`config.mk`:
```
export PLATFORM = sky130hd
export DESIGN_NAME = sigmoid_req_scheduler
export DESIGN_NICKNAME = d
export VERILOG_FILES = /design/src/rtl/sigmoid_sched_pkg.sv /design/src/rtl/sigmoid_rr_pick.sv /design/src/rtl/sigmoid_req_scheduler.sv
export SDC_FILE = /design/constraint.sdc
export NUM_CORES = 1
export LEC_CHECK = 0
export CORE_AREA = 4 4 116 118
export CTS_CLUSTER_SIZE = 28
export DETAILED_ROUTE_END_ITERATION = 7
export DIE_AREA = 0 0 120 122
export MAX_ROUTING_LAYER = met4
export PLACE_DENSITY = 0.7
export SLEW_MARGIN = 0
export SYNTH_ARGS = -nofsm -noshare
export SYNTH_HDL_FRONTEND = slang
export SYNTH_SLANG_ARGS = --single-unit
export TNS_END_PERCENT = 100
```
`constraint.sdc`:
```
create_clock -name clock -period 2.55 [get_ports clock]
set_input_delay 0.255 -clock clock [delete_from_list [all_inputs] [get_ports clock]]
set_output_delay 0.255 -clock clock [all_outputs]
set_load 0.02 [all_outputs]
```
`src/rtl/sigmoid_sched_pkg.sv`:
```
// -----------------------------------------------------------------------------
// sigmoid_sched_pkg
// Shared definitions for the sigmoid request scheduler:
//   - sched_state_e : scheduler FSM states
//   - DEF_*         : default values for the scheduler parameters
// No ports (package).
// -----------------------------------------------------------------------------
package sigmoid_sched_pkg;

    typedef enum logic [1:0] {
        ST_IDLE      = 2'd0,
        ST_START     = 2'd1,
        ST_WAIT_DONE = 2'd2,
        ST_RESPOND   = 2'd3
    } sched_state_e;

    localparam int DEF_NUM_REQ     = 4;
    localparam int DEF_DATA_W      = 16;
    localparam int DEF_TIMEOUT_CYC = 255;

endpackage

```
`src/rtl/sigmoid_rr_pick.sv`:
```
// -----------------------------------------------------------------------------
// sigmoid_rr_pick
// Combinational round-robin picker. The search starts at last_grant+1
// (mod NUM_REQ) and returns the first requester found asserted.
// Ports:
//   req        in   NUM_REQ  request vector
//   last_grant in   IDX_W    index of the previously served requester
//   grant      out  NUM_REQ  one-hot winner (all zero when no request)
//   grant_idx  out  IDX_W    binary index of the winner
//   any        out  1        at least one request present
// -----------------------------------------------------------------------------
module sigmoid_rr_pick
    import sigmoid_sched_pkg::*;
#(
    parameter int NUM_REQ = DEF_NUM_REQ,
    parameter int IDX_W   = (NUM_REQ > 1) ? $clog2(NUM_REQ) : 1
) (
    input  logic [NUM_REQ-1:0] req,
    input  logic [IDX_W-1:0]   last_grant,
    output logic [NUM_REQ-1:0] grant,
    output logic [IDX_W-1:0]   grant_idx,
    output logic               any
);

    logic        found_s;
    logic [31:0] sum_s;
    logic [IDX_W-1:0] cand_s;

    // Rotating priority search starting just after the previous winner.
    always_comb begin
        grant     = '0;
        grant_idx = '0;
        found_s   = 1'b0;
        sum_s     = 32'd0;
        cand_s    = '0;
        for (int i = 1; i <= NUM_REQ; i++) begin
            sum_s  = 32'(last_grant) + 32'(i);
            cand_s = IDX_W'(sum_s % 32'(NUM_REQ));
            if (!found_s && req[cand_s]) begin
                found_s        = 1'b1;
                grant[cand_s]  = 1'b1;
                grant_idx      = cand_s;
            end else begin
                // earlier candidate already won, or this one is idle
            end
        end
    end

    assign any = |req;

endmodule

```
`src/rtl/sigmoid_req_scheduler.sv`:
```
// -----------------------------------------------------------------------------
// sigmoid_req_scheduler
// Shares one sigmoid_top core (ap_ctrl_hs, ap_continue tied high inside the
// core) between NUM_REQ requesters. One transaction is in flight at a time;
// requesters are served round-robin, requester 0 first after reset.
//
// Optional feature: define SIGMOID_SCHED_TIMEOUT_EN to enable a watchdog that
// aborts a core call after TIMEOUT_CYC cycles in START/WAIT_DONE, returns
// all-ones data and sets the sticky timeout_err flag. Without the macro the
// scheduler waits indefinitely for core_ap_done and timeout_err is 0.
//
// Ports:
//   clock, reset      single clock, synchronous active-high reset
//   req_valid/data    per-requester operand (requester i at [i*DATA_W +: DATA_W])
//   req_ready         one-hot accept strobe (combinational, IDLE only)
//   rsp_valid/data    one-hot result valid, shared result bus
//   rsp_ready         per-requester result accept (only the owner's is used)
//   core_*            handshake to the sigmoid core
//   busy              state is not IDLE
//   txn_count         completed transactions (wraps)
//   timeout_err       sticky watchdog flag
// -----------------------------------------------------------------------------
module sigmoid_req_scheduler
    import sigmoid_sched_pkg::*;
#(
    parameter int NUM_REQ     = DEF_NUM_REQ,
    parameter int DATA_W      = DEF_DATA_W,
    parameter int TIMEOUT_CYC = DEF_TIMEOUT_CYC
) (
    input  logic                      clock,
    input  logic                      reset,
    input  logic [NUM_REQ-1:0]        req_valid,
    input  logic [NUM_REQ*DATA_W-1:0] req_data,
    output logic [NUM_REQ-1:0]        req_ready,
    output logic [NUM_REQ-1:0]        rsp_valid,
    output logic [DATA_W-1:0]         rsp_data,
    input  logic [NUM_REQ-1:0]        rsp_ready,
    output logic                      core_ap_start,
    input  logic                      core_ap_ready,
    input  logic                      core_ap_done,
    output logic [DATA_W-1:0]         core_x,
    input  logic [DATA_W-1:0]         core_ap_return,
    output logic                      busy,
    output logic [31:0]               txn_count,
    output logic                      timeout_err
);

    localparam int IDX_W = (NUM_REQ > 1) ? $clog2(NUM_REQ) : 1;

    sched_state_e      state_q,      state_d;
    logic [DATA_W-1:0] operand_q,    operand_d;
    logic [IDX_W-1:0]  owner_q,      owner_d;
    logic [IDX_W-1:0]  last_grant_q, last_grant_d;
    logic [DATA_W-1:0] rsp_data_q,   rsp_data_d;
    logic [31:0]       txn_count_q,  txn_count_d;

    logic [NUM_REQ-1:0] grant_s;
    logic [IDX_W-1:0]   grant_idx_s;
    logic               any_req_s;
    logic               timeout_hit_s;
    logic [NUM_REQ-1:0] owner_oh_s;

    sigmoid_rr_pick #(
        .NUM_REQ (NUM_REQ),
        .IDX_W   (IDX_W)
    ) u_rr_pick (
        .req        (req_valid),
        .last_grant (last_grant_q),
        .grant      (grant_s),
        .grant_idx  (grant_idx_s),
        .any        (any_req_s)
    );

`ifdef SIGMOID_SCHED_TIMEOUT_EN
    localparam int CNT_W = $clog2(TIMEOUT_CYC + 1);

    logic [CNT_W-1:0] wd_cnt_q, wd_cnt_d;
    logic             timeout_err_q, timeout_err_d;
    logic             timeout_fire_s;

    // Watchdog count; restarts from 0 on every entry to START.
    always_comb begin
        if ((state_q == ST_START) || (state_q == ST_WAIT_DONE)) begin
            wd_cnt_d = timeout_hit_s ? wd_cnt_q : (wd_cnt_q + CNT_W'(1));
        end else begin
            wd_cnt_d = '0;
        end
    end

    // The 255th core cycle (cnt 254 for the default) is the last allowed one.
    assign timeout_hit_s = (wd_cnt_q >= CNT_W'(TIMEOUT_CYC - 1));

    // A timeout only fires when the core did not complete in the same cycle.
    assign timeout_fire_s = timeout_hit_s &&
                            (((state_q == ST_START) && !core_ap_ready) ||
                             ((state_q == ST_WAIT_DONE) && !core_ap_done));

    assign timeout_err_d = timeout_err_q | timeout_fire_s;

    // Watchdog counter and sticky error flag registers.
    always_ff @(posedge clock) begin
        if (reset) begin
            wd_cnt_q      <= '0;
            timeout_err_q <= 1'b0;
        end else begin
            wd_cnt_q      <= wd_cnt_d;
            timeout_err_q <= timeout_err_d;
        end
    end

    assign timeout_err = timeout_err_q;
`else
    assign timeout_hit_s = 1'b0;
    assign timeout_err   = 1'b0;
`endif

    // Next-state and datapath update for the scheduler FSM.
    always_comb begin
        state_d      = state_q;
        operand_d    = operand_q;
        owner_d      = owner_q;
        last_grant_d = last_grant_q;
        rsp_data_d   = rsp_data_q;
        txn_count_d  = txn_count_q;
        case (state_q)
            ST_IDLE: begin
                if (any_req_s) begin
                    operand_d = req_data[grant_idx_s*DATA_W +: DATA_W];
                    owner_d   = grant_idx_s;
                    state_d   = ST_START;
                end else begin
                    state_d = ST_IDLE;
                end
            end
            ST_START: begin
                if (core_ap_ready) begin
                    if (core_ap_done) begin
                        rsp_data_d = core_ap_return;
                        state_d    = ST_RESPOND;
                    end else begin
                        state_d = ST_WAIT_DONE;
                    end
                end else if (timeout_hit_s) begin
                    rsp_data_d = '1;
                    state_d    = ST_RESPOND;
                end else begin
                    state_d = ST_START;
                end
            end
            ST_WAIT_DONE: begin
                if (core_ap_done) begin
                    rsp_data_d = core_ap_return;
                    state_d    = ST_RESPOND;
                end else if (timeout_hit_s) begin
                    rsp_data_d = '1;
                    state_d    = ST_RESPOND;
                end else begin
                    state_d = ST_WAIT_DONE;
                end
            end
            ST_RESPOND: begin
                if (rsp_ready[owner_q]) begin
                    last_grant_d = owner_q;
                    txn_count_d  = txn_count_q + 32'd1;
                    state_d      = ST_IDLE;
                end else begin
                    state_d = ST_RESPOND;
                end
            end
            default: begin
                state_d = ST_IDLE;
            end
        endcase
    end

    // Scheduler state registers; reset abandons any transaction in flight.
    always_ff @(posedge clock) begin
        if (reset) begin
            state_q      <= ST_IDLE;
            operand_q    <= '0;
            owner_q      <= '0;
            last_grant_q <= IDX_W'(NUM_REQ - 1);
            rsp_data_q   <= '0;
            txn_count_q  <= 32'd0;
        end else begin
            state_q      <= state_d;
            operand_q    <= operand_d;
            owner_q      <= owner_d;
            last_grant_q <= last_grant_d;
            rsp_data_q   <= rsp_data_d;
            txn_count_q  <= txn_count_d;
        end
    end

    assign owner_oh_s = {{(NUM_REQ-1){1'b0}}, 1'b1} << owner_q;

    // Output decode from registered state; req_ready is suppressed during reset.
    always_comb begin
        if ((state_q == ST_IDLE) && !reset) begin
            req_ready = grant_s;
        end else begin
            req_ready = '0;
        end
        if (state_q == ST_RESPOND) begin
            rsp_valid = owner_oh_s;
        end else begin
            rsp_valid = '0;
        end
    end

    assign core_ap_start = (state_q == ST_START);
    assign core_x        = operand_q;
    assign rsp_data      = rsp_data_q;
    assign busy          = (state_q != ST_IDLE);
    assign txn_count     = txn_count_q;

endmodule

```
Word-level counts from Yosys, hierarchy flattened. Index checks and enable logic that the tools add are counted.

Bits in registers: 70. Bits in latches: 0. Bits in writable memories: 0. Bits in read-only memories: 0. Input port bits: 92. Output and inout port bits: 75. Memories kept: 0.

Add/subtract/negate cells: 5. Multipliers: 0. Div/mod/pow operators: 0. $lt $le $gt $ge: 9. Eq/ne operators: 4. Shift-type cells: 2. Multiplexer cells: 39. Bitwise logic cells: 3. Reduce and logical (&&, ||, !) cells: 19.

Operators with widths (count): indexed part select 64 x 7 -> 16 bit (1); adder 32 x 1 -> 32 bit (second input constant) (1); 2-to-1 mux 16 bit (2); case mux 16 bit (2 select lines) (1); 2-to-1 mux 4 bit (6); < comparator 2 x 3 -> 1 bit (second input constant) (5); 2-to-1 mux 1 bit (14); 2-to-1 mux 2 bit (6); OR 4 bit (3); binary-select mux 1 bit (select 2 bit) (5); demux 1 bit (select 2 bit) (4); >= comparator 2 x 1 -> 1 bit (second input constant) (4); logical AND 1 bit (8); case mux 2 bit (4 select lines) (1); AND reduction 2 bit (3); adder 2 x 1 -> 2 bit (second input constant) (2); adder 2 bit (second input constant) (2); equality test 2 bit (second input constant) (2); zero test 1 bit (4); nonzero test 2 bit (2); OR reduction 4 bit (1); << shifter 1 x 2 -> 4 bit (first input constant) (1); equality test 2 x 1 -> 1 bit (second input constant) (1); zero test 2 bit (1); inequality test 2 x 1 -> 1 bit (second input constant) (1).

Longest topological paths before layout.
Word-level depth: 14. Depth in mapped cells: 11.

By module. From an unflattened synthesis, not the netlist that was laid out.

Cell total of the unflattened synthesis: 454. Area, all modules: 4005.1 um^2.

Modules (own cells, without submodules): sigmoid_req_scheduler (times used 1, cells an instance 384, area an instance 3464.6 um^2, sequential area each 1401.3 um^2); sigmoid_rr_pick (times used 1, cells an instance 70, area an instance 540.5 um^2, sequential area each 0.0 um^2).

Worst setup path after synthesis. Ideal clock, no wire load.

Path kind: register to register. Start point: register last_grant_q[0]. End point: register operand_q[4] (netlist: core_x[4]). Setup time: 0.138 ns. Arrival time: 2.641 ns. Path slack: -0.229 ns. Cell stages (with the launch flop): 10. Path buffers: 3. Cell sequence: dfxtp_1 > buf_6 > inv_1 > ha_1 > mux4_2 > buf_4 > o31ai_4 > buf_6 > mux2i_1 > o221ai_1.

Word-level cells in the longest chain between the ends: 14. Elaborated cells between the ends (all ways): 26. Classes of those cells: add/sub (4); shift (1); mux (15); reduce/logical (6).

RTL lines: start, declared (RTL line sigmoid_req_scheduler.sv:53) `logic [IDX_W-1:0] last_grant_q, last_grant_d;`; start signal, assigned (RTL line sigmoid_req_scheduler.sv:182) `last_grant_q <= IDX_W'(NUM_REQ - 1);`; start signal, assigned (RTL line sigmoid_req_scheduler.sv:189) `last_grant_q <= last_grant_d;`; adder 2 x 1 -> 2 bit (RTL line sigmoid_rr_pick.sv:37) `sum_s = 32'(last_grant) + 32'(i);`; binary-select mux 1 bit (select 2 bit) (RTL line sigmoid_rr_pick.sv:39) `if (!found_s && req[cand_s]) begin`; 2-to-1 mux 1 bit (implied by the code) (RTL line sigmoid_rr_pick.sv:39); 2-to-1 mux 1 bit (RTL line sigmoid_rr_pick.sv:39); zero test 1 bit (RTL line sigmoid_rr_pick.sv:39); logical AND 1 bit (RTL line sigmoid_rr_pick.sv:39); 2-to-1 mux 1 bit (RTL line sigmoid_rr_pick.sv:39); zero test 1 bit (RTL line sigmoid_rr_pick.sv:39); logical AND 1 bit (RTL line sigmoid_rr_pick.sv:39); 2-to-1 mux 1 bit (RTL line sigmoid_rr_pick.sv:39); zero test 1 bit (RTL line sigmoid_rr_pick.sv:39); logical AND 1 bit (RTL line sigmoid_rr_pick.sv:39); 2-to-1 mux 2 bit (*) (RTL line sigmoid_rr_pick.sv:39); indexed part select 64 x 7 -> 16 bit (*) (RTL line sigmoid_req_scheduler.sv:128) `operand_d = req_data[grant_idx_s*DATA_W +: DATA_W];`; end signal, assigned (RTL line sigmoid_req_scheduler.sv:187) `operand_q <= operand_d;`; end, declared (RTL line sigmoid_req_scheduler.sv:51) `logic [DATA_W-1:0] operand_q, operand_d;`.

Every way passes the cells marked *; elsewhere a longest branch is shown, timed or not. The select of a mux whose other input is x is not followed. A chain may end at the register's enable or synchronous reset.

Worst setup path in the final report.
Start point: register last_grant_q[1]. End point: register operand_q[12] (netlist: core_x[12]).

The elaborated chain is that of the path after synthesis.

==> flow_metrics.env <==
export IMPL_status="complete, no violations"
export IMPL_cp_max_fo=8
export IMPL_die_y_um=122
export IMPL_fin_setup_tns_ps=0
export IMPL_rsz0062_at_grt="yes"
export IMPL_route_detailed_drc=0
export IMPL_slowest_stage="mux4_2"
export IMPL_ctsHoldBuffers=0
export IMPL_dr_pass1_iters=4
export IMPL_drive_gt1_share_pct=10.9
export IMPL_synth_area_mux_share_pct=16.0
export IMPL_final_hold_viol_count=0
export IMPL_fin_crit_ps=2500
export IMPL_place_hpwl_um=8610
export IMPL_drt_wl_total_um=11800
export IMPL_place_gp_congestion=0.905
export IMPL_crit_path_max_incr_delay_ps=550
export IMPL_cp_num_cells=9
export IMPL_fin_cells=766
export IMPL_worstPathArrival_ps=2700
export IMPL_synth_compound_area_share_pct=10.9
export IMPL_start_util_pct=29.6
export IMPL_cts_max_path_buffers=2
export IMPL_fin_crit_sh_pct=97.8
export IMPL_p_total_w=0.00342
export IMPL_gr_total_overflow=0
export IMPL_cp_common_cell="buf_6"
export IMPL_clkSinkCount=70
export IMPL_synthAdderAreaFrac_pct=3.05
export IMPL_antenna_left=0
export IMPL_synth_cell_type_count=41
export IMPL_fin_skew_ps=8.99
export IMPL_p_per_area_nw_per_um2=563
export IMPL_rr_endpoint="core_x[12]"
export IMPL_fin_hold_ws_ps=462
export IMPL_cts_clk_slew_worst_paths_ps=60
export IMPL_critical_path_top_delay_family="multiplexers"
export IMPL_wl_per_cell_um=15.4
export IMPL_synth_simple_area_share_pct=20.8
export IMPL_crit_chain="inv_2 -> ha_4 -> mux4_2 -> buf_6 -> o31ai_4 -> buf_6 -> buf_12 -> mux2i_2 -> o221ai_1"
export IMPL_slew_headroom_pct=48.0
export IMPL_syn_area_sq_um=3690
export IMPL_synth_top_family_by_area="simple AND/OR/NAND/NOR gates"
export IMPL_cts_tree="built"
export IMPL_tightest_slew_ps=778
export IMPL_nets=690
export IMPL_syn_inst=411
export IMPL_area_growth_syn_to_layout_pct=64.5
export IMPL_dp_cells=742
export IMPL_hold_end="core_x[15]"
export IMPL_worstReg2RegStart="last_grant_q[1]"
export IMPL_worstHoldStart="core_x[15]"
export IMPL_end_kind="register"
export IMPL_grt_antenna_before_repair=0
export IMPL_worstPathRequired_ps=2750
export IMPL_grt_pass1_vias=3867
export IMPL_synthXorXnorAreaFrac_pct=6.17
export IMPL_cts_root_buf="clkbuf_16"
export IMPL_clkLatencyLatePin_ps=340
export IMPL_drv_cap=0
export IMPL_worstPathBufferInverterCount=4
export IMPL_syn_num_nets=512
export IMPL_hp_class="register to register"
export IMPL_reg2reg_depth=9
export IMPL_port_buffers=165
export IMPL_antenna_diode_count=0
export IMPL_min_path_cells=2
export IMPL_grt_use_total_pct=16.4
export IMPL_p_leak_nw=2.34
export IMPL_fill_cells=1169
export IMPL_ys_seq_elements=70
export IMPL_start_kind="register"
export IMPL_syn_mean_instance_area_sq_um=8.98
export IMPL_core_area_sq_um=12500
export IMPL_vias=3749
export IMPL_yosysWarnings=0
export IMPL_ir_drop_uv=312
export IMPL_ys_seq_area_share_pct=38.0
export IMPL_detail_route_iter0_violations=150
export IMPL_crit_type="register to register"
export IMPL_die_area_sq_um=14600
export IMPL_drv_slew=0
export IMPL_vias_per_cell=4.89
export IMPL_h_tree_depth=3
export IMPL_setup_violations=0
export IMPL_grt_max_degree=56
export IMPL_fp_dieW_um=120
export IMPL_rrSetupSlack_ps=50
export IMPL_fmax_mhz=401
export IMPL_io_pins=167
export IMPL_grt_first_pass_wirelength_um=18700
export IMPL_numCtsBuffers=9
export IMPL_fin_util_pct=48.7
export IMPL_rows=41
==> synth_stat cells, drive strengths merged <==
cell type / instances / area (sq um)
xnor2: 12 / 105
o31ai: 1 / 21.3
mux2i: 50 / 500
nand4: 7 / 43.8
nand3: 15 / 75.1
a22oi: 4 / 30.0
or4: 1 / 7.51
ha: 9 / 113
dfxtp: 70 / 1400
a2111oi: 1 / 8.76
a32oi: 1 / 8.76
a211oi: 4 / 30.0
mux4: 4 / 90.1
o221ai: 16 / 140
nor2b: 6 / 45.0
buf: 14 / 105
clkbuf: 13 / 50.0
nor3: 8 / 40.0
inv: 8 / 30.0
or2: 1 / 6.26
and4: 6 / 52.6
o22ai: 3 / 18.8
conb: 1 / 3.75
xor2: 14 / 123
nand2: 33 / 124
a221oi: 4 / 35.0
or3: 7 / 43.8
o21ai: 9 / 45.0
nor4: 2 / 12.5
nor2: 63 / 236
nand2b: 2 / 12.5
and2: 3 / 18.8
o211ai: 3 / 22.5
and3: 8 / 50.1
a21oi: 8 / 40.0
==> kinds of logic (layout without fill, tap and decap cells) <==
| kind of cell | Yosys count | in the layout |
|---|---|---|
| compound gates | 54 | 54 |
| xor+xnor | 26 | 26 |
| fa+ha+maj | 9 | 9 |
| buf+inv | 35 | 217 |
| flops | 70 | 70 |
| mux | 54 | 55 |
| other cells | 1 | 1 |
| simple gates | 162 | 162 |
==> worst reg2reg max path: stages (launching register included) <==
cell and delay [ps]:
dfxtp_2 330, inv_2 50, ha_4 300, mux4_2 560
buf_6 150, o31ai_4 280, buf_6 170, buf_12 150
mux2i_2 240, o221ai_1 160
==> metrics by stage <==
step	instance area (sq um)	worst slack (ps)
5_1_grt	6070	-72.7
2_1_floorplan	3710	-73.9
6_report	6070	54.9
3_3_place_gp	5590	-178
4_1_cts	6050	-19.3
3_5_place_dp	5590	-249
==> timing repair <==
| action | CTS | global route |
|---|---|---|
| cloned | 3 | 0 |
| pin swaps | 3 | 0 |
| setup endpoints to repair | 16 | 20 |
| buffers inserted | 3 | 2 |
| resized for setup | 14 | 11 |
==> area by class of cell <==
type / instances / area, sq um / area share, %
clock buffers: 11 / 233 / 3.84
clock inverters: 5 / 106 / 1.75
inverters: 8 / 30.0 / 0.495
multi-input cells: 307 / 2170 / 35.7
flip-flops and latches: 70 / 1400 / 23.1
well taps: 172 / 215 / 3.55
repair buffers: 193 / 1910 / 31.5
==> state kept, by name, indices dropped and copies added (netlist names) <==
register / cells
core_x: 16
owner_q: 2
txn_count: 32
last_grant_q: 2
state_q: 2
rsp_data: 16
==> power by group <==
group	total, W	internal [W]	switching (W)
clock network	0.00143	0.000959	0.000470
registers	0.00120	0.00116	0.0000448
logic	0.000783	0.000433	0.000350
total	0.00342	0.00255	0.000865
==> per-layer routing <==
| metal | up-vias | GRT usage [%] | share of wire, % |
|---|---|---|---|
| li1 | 1826 | - | - |
| met1 | 1755 | 17.9 | 40 |
| met2 | 157 | 28.4 | 49 |
| met3 | 11 | 5.15 | 8.9 |
| met4 | 0 | 5.51 | 1.2 |
| met5 | - | - | 0 |
==> cells in the final DEF, fill, tap and decap left out, types with 5 or more instances in the layout <==
cell	n
nand2_1	33
nor2_1	63
xnor2_1	12
nand4_1	7
ha_1	8
or3_1	7
dfxtp_1	68
o221ai_1	16
mux2i_1	49
nor3_1	8
nor2b_1	5
clkdlybuf4s50_1	159
and4_1	6
xor2_1	14
a21oi_1	8
mux4_2	5
nand3_1	15
o21ai_0	8
and3_1	8
inv_1	6
buf_4	22
clkbuf_16	9
==> how the worst max path moves through the flow <==
stage                     from  slack [ps]           end
2_1_floorplan  last_grant_q[0]         -70     core_x[4]
3_3_place_gp      req_valid[3]        -180  req_ready[3]
3_5_place_dp      req_valid[3]        -250  req_ready[3]
4_1_cts        last_grant_q[1]         -20    core_x[12]
5_1_grt        last_grant_q[1]         -70     core_x[2]
6_report       last_grant_q[1]          50    core_x[12]
(Power assumes the default switching activity.)
